--- src/rtl/hex_word_tx_pkg.sv ---
// Shared UART-side constants (ASCII codes, UART Lite register offsets) and
// the state encoding used by hex_word_tx.
package hex_word_tx_pkg;

  localparam logic [7:0] ASCII_CR = 8'h0D;
  localparam logic [7:0] ASCII_LF = 8'h0A;
  localparam logic [7:0] ASCII_0  = 8'h30;
  localparam logic [7:0] ASCII_A  = 8'h41;

  localparam logic [3:0] UART_RX_OFS   = 4'd0;
  localparam logic [3:0] UART_TX_OFS   = 4'd4;
  localparam logic [3:0] UART_STAT_OFS = 4'd8;
  localparam logic [3:0] UART_CTRL_OFS = 4'd12;

  typedef enum logic [2:0] {
    ST_IDLE = 3'd0,
    ST_SEND = 3'd1,
    ST_WAIT = 3'd2,
    ST_GAP  = 3'd3,
    ST_DONE = 3'd4
  } hwt_state_e;

endpackage

--- src/rtl/nibble_to_ascii.sv ---
// Combinational 4-bit value to uppercase ASCII hex digit.
module nibble_to_ascii
  import hex_word_tx_pkg::*;
(
  input  logic [3:0] nibble_i,
  output logic [7:0] ascii_o
);

  always_comb begin
    if (nibble_i < 4'd10) ascii_o = ASCII_0 + {4'h0, nibble_i};
    else                  ascii_o = ASCII_A + {4'h0, nibble_i} - 8'd10;
  end

endmodule

--- src/rtl/hex_word_tx.sv ---
// Formats a word as uppercase hex (MSB nibble first, optional CR LF) and hands
// it byte by byte to the UART TX controller, waiting for each write to finish.
module hex_word_tx
  import hex_word_tx_pkg::*;
#(
  parameter int DATA_W      = 32,
  parameter int GAP_CYCLES  = 0,
  parameter bit APPEND_CRLF = 1'b1
) (
  input  logic              clk,
  input  logic              reset_n,
  input  logic              start,
  input  logic [DATA_W-1:0] value,
  output logic [7:0]        data,
  output logic              send,
  input  logic              accepted,
  output logic              busy,
  output logic              done
);

  localparam int NDIG   = DATA_W / 4;
  localparam int NBYTES = NDIG + 2 * int'(APPEND_CRLF);
  localparam int IDX_W  = $clog2(NBYTES + 1);
  localparam int GAP_W  = (GAP_CYCLES > 1) ? $clog2(GAP_CYCLES) : 1;

  localparam logic [IDX_W-1:0] LAST_IDX = IDX_W'(NBYTES - 1);
  localparam logic [IDX_W-1:0] CR_IDX   = IDX_W'(NDIG);
  localparam logic [GAP_W-1:0] GAP_LOAD = GAP_W'((GAP_CYCLES > 0) ? GAP_CYCLES - 1 : 0);

  hwt_state_e        state_q;
  logic [DATA_W-1:0] word_q;
  logic [IDX_W-1:0]  idx_q;
  logic [GAP_W-1:0]  gap_q;
  logic [7:0]        data_q;
  logic              send_q;
  logic              busy_q;
  logic              done_q;

  // Byte about to be presented: index 0 of the incoming word when leaving
  // IDLE, otherwise the next index of the latched word.
  logic [DATA_W-1:0] word_d;
  logic [IDX_W-1:0]  idx_d;
  logic [3:0]        nib_d;
  logic [7:0]        hex_d;
  logic [7:0]        char_d;

  assign word_d = (state_q == ST_IDLE) ? value : word_q;
  assign idx_d  = (state_q == ST_IDLE) ? '0 : idx_q + IDX_W'(1);

  always_comb begin
    nib_d = '0;
    for (int k = 0; k < NDIG; k++) begin
      if (idx_d == IDX_W'(k)) nib_d = word_d[(NDIG-1-k)*4 +: 4];
    end
  end

  nibble_to_ascii u_n2a (
    .nibble_i (nib_d),
    .ascii_o  (hex_d)
  );

  always_comb begin
    if (idx_d < CR_IDX)       char_d = hex_d;
    else if (idx_d == CR_IDX) char_d = ASCII_CR;
    else                      char_d = ASCII_LF;
  end

  // Outputs are loaded on entry to SEND so send is high exactly while in SEND.
  always_ff @(posedge clk) begin
    if (!reset_n) begin
      state_q <= ST_IDLE;
      word_q  <= '0;
      idx_q   <= '0;
      gap_q   <= '0;
      data_q  <= 8'h00;
      send_q  <= 1'b0;
      busy_q  <= 1'b0;
      done_q  <= 1'b0;
    end else begin
      send_q <= 1'b0;
      done_q <= 1'b0;
      case (state_q)
        ST_IDLE: begin
          if (start) begin
            word_q  <= value;
            idx_q   <= '0;
            busy_q  <= 1'b1;
            data_q  <= char_d;
            send_q  <= 1'b1;
            state_q <= ST_SEND;
          end
        end
        ST_SEND: state_q <= ST_WAIT;
        ST_WAIT: begin
          if (accepted) begin
            if (idx_q == LAST_IDX) begin
              done_q  <= 1'b1;
              state_q <= ST_DONE;
            end else if (GAP_CYCLES == 0) begin
              idx_q   <= idx_d;
              data_q  <= char_d;
              send_q  <= 1'b1;
              state_q <= ST_SEND;
            end else begin
              gap_q   <= GAP_LOAD;
              state_q <= ST_GAP;
            end
          end
        end
        ST_GAP: begin
          if (gap_q == '0) begin
            idx_q   <= idx_d;
            data_q  <= char_d;
            send_q  <= 1'b1;
            state_q <= ST_SEND;
          end else begin
            gap_q <= gap_q - GAP_W'(1);
          end
        end
        ST_DONE: begin
          busy_q  <= 1'b0;
          state_q <= ST_IDLE;
        end
        default: state_q <= ST_IDLE;
      endcase
    end
  end

  assign data = data_q;
  assign send = send_q;
  assign busy = busy_q;
  assign done = done_q;

endmodule

--- config.mk ---
export PLATFORM = sky130hd
export DESIGN_NAME = hex_word_tx
export DESIGN_NICKNAME = d
export VERILOG_FILES = /design/src/rtl/hex_word_tx_pkg.sv /design/src/rtl/nibble_to_ascii.sv /design/src/rtl/hex_word_tx.sv
export SDC_FILE = /design/constraint.sdc
export NUM_CORES = 1
export LEC_CHECK = 0
export BUFFER_PORTS_ARGS = -buffer_cell sky130_fd_sc_hd__buf_4
export CELL_PAD_IN_SITES_DETAIL_PLACEMENT = 2
export CELL_PAD_IN_SITES_GLOBAL_PLACEMENT = 2
export CORE_ASPECT_RATIO = 0.5
export CORE_MARGIN = 2
export CORE_UTILIZATION = 24
export DETAILED_ROUTE_END_ITERATION = 16
export PLACE_DENSITY = 0.73
export SLEW_MARGIN = 15
export SYNTH_ARGS = -nofsm -noshare
export SYNTH_HDL_FRONTEND = slang
export SYNTH_SLANG_ARGS = --single-unit
--- constraint.sdc ---
create_clock -name clk -period 6.4 [get_ports clk]
set_input_delay 0.96 -clock clk [delete_from_list [all_inputs] [get_ports clk]]
set_output_delay 0.96 -clock clk [all_outputs]
set_load 0.1 [all_outputs]
**Word-level counts from Yosys, hierarchy flattened**

Cells that the tools add are included.

- Bits of input ports: 36
- Logic and storage cells: 78
- Flip-flop bits (word level): 51
- Output and inout port bits: 11

- Add/subtract/negate cells: 5
- Equal/unequal tests: 17
- Muxes and demuxes: 37
- Magnitude comparators: 2
- Reduce and logical (&&, ||, !) cells: 9

Operators with widths:

| operator | count |
|---|---|
| 4-bit two-way mux | 13 |
| 8-bit two-way mux | 6 |
| 32-bit two-way mux | 1 |
| 8-bit one-hot mux with 3 select lines | 1 |
| 4-bit by 3-bit == test with 1-bit output (second input constant) | 4 |
| 3-bit two-way mux | 5 |
| 3-bit one-hot mux with 4 select lines | 1 |
| 4-bit one-hot mux with 3 select lines | 1 |
| 7-bit by 4-bit adder with 8-bit output (first input constant) | 1 |
| 4-bit by 2-bit == test with 1-bit output (second input constant) | 2 |
| 4-bit == test (second input constant) | 2 |
| 4-bit less-than comparator (second input constant) | 2 |
| 2-bit inequality test (second input constant) | 4 |
| 8-bit by 4-bit subtractor with 8-bit output (second input constant) | 1 |
| 6-bit by 4-bit adder with 7-bit output (first input constant) | 1 |
| 1-bit two-way mux | 7 |
| 3-bit by 2-bit == test with 1-bit output (second input constant) | 2 |
| 3-bit AND reduction | 2 |
| 5-bit AND reduction | 1 |
| 4-bit by 1-bit adder with 4-bit output (second input constant) | 1 |
| 4-bit by 1-bit == test with 1-bit output (second input constant) | 1 |
| 4-bit logical NOT | 1 |
| 2-bit AND reduction | 2 |
| 3-bit by 1-bit == test with 1-bit output (second input constant) | 1 |
| other kinds (7) | 7 |

**Depth between registers and ports, before layout**

Gate-level depths: netlist (run 1).

- Word-level depth: 18
- Depth in mapped cells: 14
- Mapped depth without buffers: 12

**By module**

Synthesis (run 1) repeated with hierarchy kept, for this count alone.

- Cell total of the unflattened synthesis: 327
- Area, all modules: 2561.2 µm²

Modules (own cells, without submodules):

| module | times used | cells an instance | area an instance (µm²) |
|---|---|---|---|
| hex_word_tx | 1 | 311 | 2454.9 |
| nibble_to_ascii | 1 | 16 | 106.4 |

**Worst setup path after synthesis (run 1)**

OpenSTA, ideal clock, no wires.

- Path type: flip-flop to flip-flop
- Start point: register idx_q[1]
- End point: register data_q[2], in the netlist data[2]
- Data required time: 6.325 ns
- Path buffers: 2
- Slack: 3.744 ns
- Cell stages (with the launch flop): 13
- Setup time: 0.075 ns
- Clock period less this slack: 2.656 ns
- Arrival: 2.581 ns
- Path through: dfxtp_1 > buf_6 > inv_1 > ha_1 > buf_2 > nand2b_1 > nor4_1 > nor3_2 > o31ai_4 > ha_1 > nand2_2 > or3b_1 > a31oi_1

- Cells in the longest elaborated chain, start to end: 18
- Elaborated cells between the ends (all ways): 35
- Those cells by class: add/sub (4); order compare (2); eq/ne (10); mux (17); reduce/logical (2)

RTL lines:

| item | RTL line | text |
|---|---|---|
| start, declared | hex_word_tx.sv:32 | `logic [IDX_W-1:0] idx_q;` |
| start signal, assigned | hex_word_tx.sv:100 | `idx_q <= idx_d;` |
| start signal, assigned | hex_word_tx.sv:112 | `idx_q <= idx_d;` |
| 4-bit by 1-bit adder with 4-bit output | hex_word_tx.sv:48 | `assign idx_d = (state_q == ST_IDLE) ? '0 : idx_q + IDX_W'(1);` |
| 4-bit two-way mux | hex_word_tx.sv:48 |  |
| 4-bit logical NOT | hex_word_tx.sv:53 | `if (idx_d == IDX_W'(k)) nib_d = word_d[(NDIG-1-k)*4 +: 4];` |
| 4-bit two-way mux (8 in series) | hex_word_tx.sv:53 |  |
| 7-bit by 4-bit adder with 8-bit output | nibble_to_ascii.sv:11 | `else ascii_o = ASCII_A + {4'h0, nibble_i} - 8'd10;` |
| 8-bit by 4-bit subtractor with 8-bit output | nibble_to_ascii.sv:11 |  |
| 8-bit two-way mux | nibble_to_ascii.sv:10 | `if (nibble_i < 4'd10) ascii_o = ASCII_0 + {4'h0, nibble_i};` |
| 8-bit two-way mux | hex_word_tx.sv:63 | `if (idx_d < CR_IDX) char_d = hex_d;` |
| 8-bit two-way mux | hex_word_tx.sv:96 | `if (idx_q == LAST_IDX) begin` |
| 8-bit two-way mux | hex_word_tx.sv:95 | `if (accepted) begin` |
| 8-bit one-hot mux with 3 select lines | hex_word_tx.sv:82 | `case (state_q)` |
| end signal, assigned | hex_word_tx.sv:88 | `data_q <= char_d;` |
| end signal, assigned | hex_word_tx.sv:101 | `data_q <= char_d;` |
| end signal, assigned | hex_word_tx.sv:113 | `data_q <= char_d;` |
| end, declared | hex_word_tx.sv:34 | `logic [7:0] data_q;` |

Several ways; a longest one is shown, not always the timed one. The select of a mux whose other input is x is not followed.
A chain may end at the register's enable or synchronous reset.

**Final worst setup path (run 1)**

- Start point: register idx_q[0]
- End point: register data_q[4], in the netlist data[4]

Same word-level chain as after synthesis.

==> metrics.log, run 1 <==
INFO  metric critPathLaunchType = flip-flop
INFO  metric pre_cts_setup_slack = 2962 ps
INFO  metric endpoint_kind = flip-flop
INFO  metric slowest_stage = dfxtp_1
INFO  metric synthDistinctLibCells = 66
INFO  metric worst_setup_hold_path_clk_slew = 70 ps
INFO  metric setup_violations = 0
INFO  metric netlist.area_leader.share = 0.3605
INFO  metric maxSlewViolCount = 0
INFO  metric mappedNetlistNets = 388
INFO  metric total_wire_length = 8639 µm
INFO  metric floorplan.initialDensity = 0.2471
INFO  metric slew_headroom = 0.5019
INFO  metric post-route-cell-area = 0.003296 mm²
INFO  metric p_int = 0.5608 mW
INFO  metric hold_start = word_q[30]
INFO  metric hold_slack = 465.5 ps
INFO  metric dr.first_iter.drc_count = 101
INFO  metric layout.nets = 418
INFO  metric critPathMaxFanout = 23
INFO  metric cp.arrival = 3660 ps
INFO  metric final_core_utilization = 0.2993
INFO  metric data_required_critical_path = 6560 ps
INFO  metric vias_per_cell = 4.878
INFO  metric yosysTopAreaCell = dfxtp_1
INFO  metric post_cts_hold_buffer_count = 0
INFO  metric swShare = 0.3510
INFO  metric overflow = 0
INFO  metric drtAntennaViolNets = 0
INFO  metric critical_path.reg2reg.endpoint = data[4]
INFO  metric antenna-diode-count = 0
INFO  metric syn-cell-area = 0.002721 mm²
INFO  metric die_width = 154.6 µm
INFO  metric worst_path_most_repeated_cell = ha_1
INFO  metric placed_cells_incl_taps = 517
INFO  metric critical_path.top_delay_family = compound AO/OA/AOI/OAI gates
INFO  metric layoutNonFillerInstCount = 525
INFO  metric cts_tree = done
INFO  metric final_layout_size_suffix_gt1_frac = 0.1921
INFO  metric p_per_area = 262.2 mW/mm²
INFO  metric global_route.peak_usage_layer = met2
INFO  metric hold_end = word_q[30]
INFO  metric fraction_of_registers_with_async_set_or_reset_after_synthesis = 0
INFO  metric cellLeakagePower = 1.249 nW
INFO  metric synthesis.instances = 349
INFO  metric die_height = 79.30 µm
INFO  metric fin_ws = 2908 ps
INFO  metric post_cts_resized = 0
INFO  metric synth_edf_count = 0
INFO  metric layout.filler_cells = 1316
INFO  metric worst_skew_pair.late_latency = 290 ps
INFO  metric fin_total_pwr = 0.8640 mW
INFO  metric clkPwrFrac = 0.319
INFO  metric number_of_buffers_inserted_during_clock_tree_synthesis = 5
INFO  metric ys_seq_elements = 49
INFO  metric port-buffer-count = 45
INFO  metric cell_types_with_the_largest_area_share_after_synthesis = dfxtp_1 (36%), nand2_1 (12%), a21boi_0 (9.1%)
INFO  metric groute.layer.met1.usage = 0.2138
INFO  metric clock-skew-final = 8.624 ps
INFO  metric power_switching = 0.3032 mW
INFO  metric grt_setup_unrepaired = false
INFO  metric hold_path.class = flip-flop to flip-flop
INFO  metric worst_hold_path.num_cells = 2
INFO  metric dp.final_hpwl = 6362 µm
INFO  metric grt_max_degree = 50
INFO  metric syn2layout_area_growth = 21.10%
INFO  metric ir_worst_vdd = 0.0001006 V
INFO  metric final_cell_mix = nand2_1 (89), dfxtp_1 (49), buf_4 (47)
INFO  metric synth-main-ff-cell = dfxtp_1
INFO  metric slack_of_the_worst_reg_to_reg_path = 2910 ps
INFO  metric global_route_wire_length_before_repair = 14370 µm
INFO  metric cts_num_sinks = 49
INFO  metric core_region_area = 0.01101 mm²
INFO  metric launch_instance_of_the_worst_register_to_register_path = idx_q[0]
INFO  metric fin_crit_sh = 0.5457
INFO  metric tns = 0 ps
INFO  metric yosys_warnings = 0
INFO  metric placed_area = 0.003142 mm²
INFO  metric grt_pass1_vias = 2729
INFO  metric critical_path.max_stage_delay = 800 ps
INFO  metric max_slew.worst_pin.slew = 746.1 ps
INFO  metric use_met3 = 0.02838
INFO  metric number_of_antenna_violations_at_the_first_check_in_global_routing = 0
INFO  metric htree_depth = 2
INFO  metric gp_weighted_congestion = 0.8259
INFO  metric groute.usage.overall = 0.1479
INFO  metric period_minus_slack = 3492 ps
INFO  metric drc = 0
INFO  metric ff2ff_path_depth = 9
INFO  metric via_count = 2561
INFO  metric crit_chain = ha_1 -> nor2_1 -> nand3_1 -> a21o_1 -> o221ai_1 -> o211ai_1 -> ha_1 -> o21ai_0 -> a31oi_1
INFO  metric max-cap-violations = 0
INFO  metric layout_commonest_cell = nand2_1
INFO  metric p_seq_frac = 0.406
INFO  metric post_drt_wl_per_cell = 16.46 µm
INFO  metric cts_buffer_depth = 2
INFO  metric clk_root_buffer_cell = clkbuf_16
INFO  metric worstSetupPathType = flip-flop to flip-flop
INFO  metric part_of_the_yosys_area_used_for_sequential_elements = 0.3605
INFO  metric clock.fmax = 286.3 MHz
INFO  metric die-area = 0.01226 mm²
INFO  metric pin_count = 47
INFO  metric timing_hold_violations_final = 0
INFO  metric number_of_optimization_iterations_in_the_first_detailed_route_pass = 4
INFO  metric postSynthAreaPerCell = 7.798 µm²
INFO  metric floorplan.rows = 27
INFO  metric status = finished clean
INFO  metric groute.layer.met2.usage = 0.2299
INFO  metric critical_path_buf_inv_count = 0
INFO  metric combinational_share_of_power = 0.275
INFO  metric cts_post_setup_buffers_inserted = 0
[state kept, by name (all words and copies together), names as in the netlist]
register,cells
send,1
busy,1
idx_q,4
state_q,3
data,7
word_q,32
done,1
[worst reg2reg max path, delay by kind of cell (launching register included)]
family	cells	cell delay [ps]
adders and majority gates	2	740
AOI/OAI and AO/OA	5	1150
DFF	1	800
and+or+nand+nor	2	680
[synth_stat cells, drive strengths merged, types with 2 or more instances]
| master | instances |
|---|---|
| and3b | 2 |
| a21oi | 19 |
| o22ai | 4 |
| a221oi | 3 |
| o31ai | 3 |
| nor4 | 2 |
| nand2b | 4 |
| ha | 3 |
| clkbuf | 14 |
| or3b | 2 |
| nor2b | 3 |
| nand2 | 90 |
| a21o | 3 |
| o21ai | 16 |
| nor3 | 4 |
| a211oi | 5 |
| a21boi | 34 |
| dfxtp | 49 |
| o211ai | 2 |
| and2 | 10 |
| a31oi | 4 |
| o2111ai | 2 |
| and3 | 5 |
| nand3 | 6 |
| inv | 6 |
| o21a | 3 |
| or3 | 2 |
| a31o | 2 |
| nor2 | 16 |
| xnor2 | 2 |
| buf | 10 |
[area by class of cell]
class,count,area [µm²],area share
flip-flops and latches,49,980.9,0.2976
repair buffers,47,352.8,0.1071
well taps,145,181.4,0.05505
inverters,6,22.52,0.006834
clock inverters,2,13.76,0.004176
multi-input cells,270,1605,0.4871
clock buffers,6,138.9,0.04214
[power groups by stage]
stage	clock network, mW	registers (mW)	logic (mW)
6_report	0.276	0.350	0.238
5_1_grt	0.301	0.354	0.261
4_1_cts	0.286	0.351	0.241
3_5_place_dp	0	0.358	0.240
3_3_place_gp	0	0.357	0.238
2_1_floorplan	0	0.414	0.111
[how the worst max path moves through the flow]
stage,startpoint,endpoint,cells after the start
finish,idx_q[0],data[4],9
global route,idx_q[0],data[4],9
CTS,idx_q[0],data[2],11
global placement,idx_q[0],data[4],9
floorplan,idx_q[1],data[2],12
detailed placement,idx_q[0],data[4],9
[cell families (layout without fill, tap and decap cells)]
family,Yosys count,in the layout,share of synthesized area
AOI/OAI and AO/OA,108,108,0.2910
xor gates and xnor gates,3,3,0.009657
adders and majority gates,3,3,0.01379
buffers and inverters,30,61,0.05195
DFF,49,49,0.3605
muxes,1,1,0.003678
other,1,1,0.001378
and+or+nand+nor,154,154,0.2680
[metal layers]
metal	up-vias	wire length, µm	share of wire
met5	-	0	0
met4	0	61	0.0071
met3	4	415	0.048
met2	51	3751	0.43
met1	1229	4411	0.51
li1	1277	-	-
Note: power is estimated with default switching activity, not from simulation.
==> inputs of run 2 (changes only) <==
- clock period: 6.4 -> 3.3 ns (I/O delays scaled with it)
==> run 2 against run 1 <==
Final cell count rose by 0.57%. Total power grew 92%. Critical path depth unchanged. Global-route usage shrank 0.27 points. Flip-flop and latch count did not move. Count of clock-buffer cells in the layout grew 1. Critical path type unchanged. Critical endpoint is now data[2]. Die area unchanged. Fmax up 16%. Hold slack worse by 2.6 ps. Clock skew fell by 4.0 ps. Sequential share of layout area fell by 0.28 points.
==> metrics.log, run 2 (synthesis results as in run 1) <==
INFO  metric status = finished clean
INFO  metric data_required_critical_path = 3520 ps
INFO  metric critPathLaunchType = flip-flop
INFO  metric fin_ws = 298.2 ps
INFO  metric post_cts_hold_buffer_count = 0
INFO  metric antenna-diode-count = 0
INFO  metric floorplan.initialDensity = 0.2471
INFO  metric path_depth = 9
INFO  metric groute.usage.overall = 0.1452
INFO  metric max-cap-violations = 0
INFO  metric final_core_utilization = 0.3024
INFO  metric clk_root_buffer_cell = clkbuf_16
INFO  metric pin_count = 47
INFO  metric hold_path.class = primary input to flip-flop
INFO  metric grt_setup_unrepaired = false
INFO  metric number_of_optimization_iterations_in_the_first_detailed_route_pass = 4
INFO  metric cp.arrival = 3220 ps
INFO  metric maxSlewViolCount = 0
INFO  metric tns = 0 ps
INFO  metric die_height = 79.30 µm
INFO  metric dr.first_iter.drc_count = 87
INFO  metric grt_max_degree = 50
INFO  metric slew_headroom = 0.4225
INFO  metric endpoint_kind = flip-flop
INFO  metric ir_worst_vdd = 0.0002001 V
INFO  metric global_route_wire_length_before_repair = 13970 µm
INFO  metric slowest_stage = dfxtp_1
INFO  metric critical_path.max_stage_delay = 540 ps
INFO  metric cts_buffer_depth = 2
INFO  metric gp_weighted_congestion = 0.8222
INFO  metric worstSetupPathType = flip-flop to flip-flop
INFO  metric setup_violations = 0
INFO  metric grt_pass1_vias = 2553
INFO  metric clock-skew-final = 4.631 ps
INFO  metric vias_per_cell = 4.917
INFO  metric clock.fmax = 333.1 MHz
INFO  metric final_layout_size_suffix_gt1_frac = 0.2010
INFO  metric cts_tree = done
INFO  metric htree_depth = 2
INFO  metric port-buffer-count = 45
INFO  metric timing_hold_violations_final = 0
INFO  metric largest_register_ff_count = 32
INFO  metric core_region_area = 0.01101 mm²
INFO  metric ff2ff_path_depth = 9
INFO  metric floorplan.rows = 27
INFO  metric top_register = word_q
INFO  metric worst_hold_path.num_cells = 3
INFO  metric syn2layout_area_growth = 22.39%
INFO  metric hold_slack = 462.9 ps
INFO  metric die_width = 154.6 µm
INFO  metric via_count = 2596
INFO  metric cts_num_sinks = 49
INFO  metric number_of_antenna_violations_at_the_first_check_in_global_routing = 0
INFO  metric final_cell_mix = nand2_1 (89), buf_4 (51), dfxtp_1 (48)
INFO  metric placed_area = 0.003172 mm²
INFO  metric dp.final_hpwl = 6407 µm
INFO  metric critical_path.top_delay_family = simple AND/OR/NAND/NOR gates
INFO  metric pre_cts_setup_slack = 214.2 ps
INFO  metric worst_skew_pair.late_latency = 290 ps
INFO  metric slack_of_the_worst_reg_to_reg_path = 300 ps
INFO  metric fin_crit_sh = 0.9096
INFO  metric layout.nets = 422
INFO  metric p_per_area = 499.1 mW/mm²
INFO  metric cellLeakagePower = 1.259 nW
INFO  metric overflow = 0
INFO  metric number_of_buffers_inserted_during_clock_tree_synthesis = 5
INFO  metric critical_path_buf_inv_count = 0
INFO  metric critPathMaxFanout = 11
INFO  metric post_drt_wl_per_cell = 16.42 µm
INFO  metric drtAntennaViolNets = 0
INFO  metric die-area = 0.01226 mm²
INFO  metric crit_chain = ha_2 -> nand2b_1 -> nor4_1 -> nor3_2 -> o31ai_4 -> ha_1 -> nand2_2 -> or3b_1 -> a31oi_1
INFO  metric drc = 0
INFO  metric cts_post_setup_buffers_inserted = 0
INFO  metric worst_setup_hold_path_clk_slew = 70 ps
INFO  metric total_wire_length = 8672 µm
INFO  metric period_minus_slack = 3002 ps
INFO  metric max_slew.worst_pin.slew = 861.5 ps
INFO  metric layout_commonest_cell = nand2_1
INFO  metric post-route-cell-area = 0.003331 mm²
run 2: worst min-delay path, stage by stage:
cell and delay (ps):
buf_4 100, nand2_1 40, a21boi_0 60
run 2: final timing paths:
| check | endpoint | start |
|---|---|---|
| setup reg to reg | data[2] | idx_q[0] |
| hold reg to reg | word_q[15] | word_q[15] |
| setup / recovery | data[2] | idx_q[0] |
| hold / removal | word_q[26] | value[26] |
run 2: through the flow:
step | cells | power, mW
after detailed placement | 521 | 1.165
after global placement | 521 | 1.158
after floorplan | 349 | 1.020
final | 528 | 1.662
after CTS | 528 | 1.688
after global routing | 528 | 1.764
run 2: area by class of cell:
| class | instances | area [µm²] |
|---|---|---|
| well taps | 145 | 181.4 |
| inverters | 6 | 22.52 |
| fillers | 1284 | 7682 |
| flip-flops and latches | 49 | 982.2 |
| repair buffers | 51 | 382.9 |
| multi-input cells | 270 | 1619 |
| clock buffers | 7 | 142.6 |
run 2: per-layer routing:
metal,track usage,routed length [µm]
met2,0.2237,3779
met1,0.2108,4584
met3,0.02893,266
met5,0,0
met4,0.02685,42
run 2: repair_timing:
action | in CTS | in global routing
endpoints found under the hold margin | 0 | 0
endpoints found under the setup margin | 0 | 3
gates resized for setup | 0 | 4
run 2: power by group:
group | internal [mW] | leakage (nW) | switching, mW | total (mW)
Clock | 0.298 | 0.0700 | 0.215 | 0.514
Combinational | 0.149 | 0.787 | 0.321 | 0.469
Sequential | 0.642 | 0.402 | 0.0376 | 0.679
Total | 1.09 | 1.26 | 0.574 | 1.66
==> inputs of run 3 (changes only) <==
- clock period: 3.3 -> 2.8 ns (I/O delays scaled with it)
==> run 3 against run 2 <==
Sequential share of layout area is 1.4 points lower. Utilization up 1.7 points. Setup slack got worse by 190 ps. Sequential power grew 18%. Total power increased by 26%. Wire length is 5.4% higher. Die area unchanged. Clock skew up 5.4 ps. Critical path type unchanged.
==> metrics.log, run 3 (synthesis results as in run 1) <==
INFO  metric status = finished clean
INFO  metric overflow = 0
INFO  metric timing_hold_violations_final = 0
INFO  metric cts_num_sinks = 49
INFO  metric use_met3 = 0.02948
INFO  metric antenna-diode-count = 0
INFO  metric drc = 0
INFO  metric layoutNonFillerInstCount = 542
INFO  metric global_route_wire_length_before_repair = 14850 µm
INFO  metric total_wire_length = 9144 µm
INFO  metric grt_max_degree = 50
INFO  metric dr.first_iter.drc_count = 143
INFO  metric worstSetupPathType = flip-flop to flip-flop
INFO  metric max_slew.worst_pin.slew = 642.3 ps
INFO  metric placed_cells_incl_taps = 533
INFO  metric global_route.peak_usage_layer = met2
INFO  metric groute.layer.met2.usage = 0.2388
INFO  metric top_register = word_q
INFO  metric p_per_area = 593.9 mW/mm²
INFO  metric via_count = 2636
INFO  metric syn2layout_area_growth = 29.29%
INFO  metric grt_pass1_vias = 2720
INFO  metric dp.final_hpwl = 6583 µm
INFO  metric timing.critical_path.from = idx_q[0]
INFO  metric endpoint_kind = flip-flop
INFO  metric maxSlewViolCount = 0
INFO  metric port-buffer-count = 45
INFO  metric cellLeakagePower = 1.339 nW
INFO  metric post_cts_hold_buffer_count = 0
INFO  metric fin_crit_sh = 0.9603
INFO  metric hold_start = value[27]
INFO  metric gp_weighted_congestion = 0.8942
INFO  metric cts_tree = done
INFO  metric tns = 0 ps
INFO  metric launch_instance_of_the_worst_register_to_register_path = idx_q[0]
INFO  metric layout_commonest_cell = nand2_1
INFO  metric critPathMaxFanout = 11
INFO  metric vias_per_cell = 4.863
INFO  metric clk_root_buffer_cell = clkbuf_16
INFO  metric floorplan.initialDensity = 0.2471
INFO  metric largest_register_ff_count = 32
INFO  metric clock-skew-final = 10.04 ps
INFO  metric post_drt_wl_per_cell = 16.87 µm
INFO  metric final_cell_mix = nand2_1 (89), buf_4 (63), dfxtp_1 (46)
INFO  metric worst_setup_hold_path_clk_slew = 70 ps
INFO  metric ir_worst_vdd = 0.0002177 V
INFO  metric cts_buffer_depth = 2
INFO  metric drtAntennaViolNets = 0
INFO  metric die_height = 79.30 µm
INFO  metric floorplan.rows = 27
INFO  metric die-area = 0.01226 mm²
INFO  metric groute.layer.met1.usage = 0.2231
INFO  metric setup_violations = 0
INFO  metric htree_depth = 2
INFO  metric data_required_critical_path = 3010 ps
INFO  metric groute.usage.overall = 0.1546
INFO  metric die_width = 154.6 µm
INFO  metric final_layout_size_suffix_gt1_frac = 0.2569
INFO  metric period_minus_slack = 2689 ps
INFO  metric number_of_buffers_inserted_during_clock_tree_synthesis = 5
INFO  metric hold_slack = 376.6 ps
INFO  metric critPathLaunchType = flip-flop
INFO  metric grt_setup_unrepaired = true
INFO  metric number_of_optimization_iterations_in_the_first_detailed_route_pass = 4
INFO  metric fin_total_pwr = 2.089 mW
INFO  metric clock.fmax = 371.9 MHz
INFO  metric layout.nets = 435
INFO  metric max-cap-violations = 0
INFO  metric cp.arrival = 2900 ps
INFO  metric slew_headroom = 0.5695
INFO  metric hold_path.class = primary input to flip-flop
INFO  metric core_region_area = 0.01101 mm²
INFO  metric worst_skew_pair.late_latency = 300 ps
INFO  metric number_of_antenna_violations_at_the_first_check_in_global_routing = 0
INFO  metric pin_count = 47
## run 3: cell types whose count changed in the layout (fill, tap and decap cells not counted), moves of 2 or more
cell and delta:
a211oi_1 -2, a211oi_2 +2, buf_4 +12, dfxtp_1 -2
## run 3: path summary, 6_finish.rpt
path | endpoint | slack [ps] | cells after the start
worst max-delay path | data[2] | 110 | 11
worst min-delay path | word_q[27] | 380 | 3
worst max register to register | data[2] | 110 | 11
worst min register to register | word_q[30] | 470 | 2
## run 3: report_power, final
| part | internal, mW | total (mW) | switching [mW] |
|---|---|---|---|
| Sequential | 0.755 | 0.798 | 0.0429 |
| Clock | 0.423 | 0.704 | 0.281 |
| Combinational | 0.196 | 0.587 | 0.391 |
| Total | 1.37 | 2.09 | 0.715 |
## run 3: timing repair
action	in CTS	in global routing
setup buffers	0	1
gates resized for setup	6	13
setup endpoints to repair	3	6
pin swaps	0	3
## run 3: through the flow
stage	cell area [µm²]	worst slack (ps)	util
after detailed placement	3262	-47.13	0.2962
after floorplan	2721	144.5	-
after global placement	3262	-55.45	0.2962
after global routing	3518	-29.85	0.3195
final	3518	111.0	0.3195
after CTS	3463	49.35	0.3145
## run 3: cell type report
| type | instances | area (µm²) |
|---|---|---|
| fillers | 1264 | 7495 |
| repair buffers | 64 | 484.2 |
| clock buffers | 5 | 125.1 |
| well taps | 145 | 181.4 |
| flip-flops and latches | 49 | 987.2 |
| multi-input cells | 270 | 1672 |
| inverters | 6 | 22.52 |
| clock inverters | 3 | 46.29 |
## run 3: critical path, cell delays in order, from the launching register on
cell and delay, ps:
dfxtp_4 400, ha_4 220, nand2b_1 100, a21boi_1 150, o21ai_0 220, buf_4 190, a41oi_1 110, o211ai_1 350
ha_2 270, nand2_2 50, or3b_1 350, a31oi_1 180
## run 3: per-layer routing
metal | share of wire | routed length [µm]
met5 | 0 | 0
met4 | 0.011 | 105
met3 | 0.029 | 268
met2 | 0.44 | 3998
met1 | 0.52 | 4772
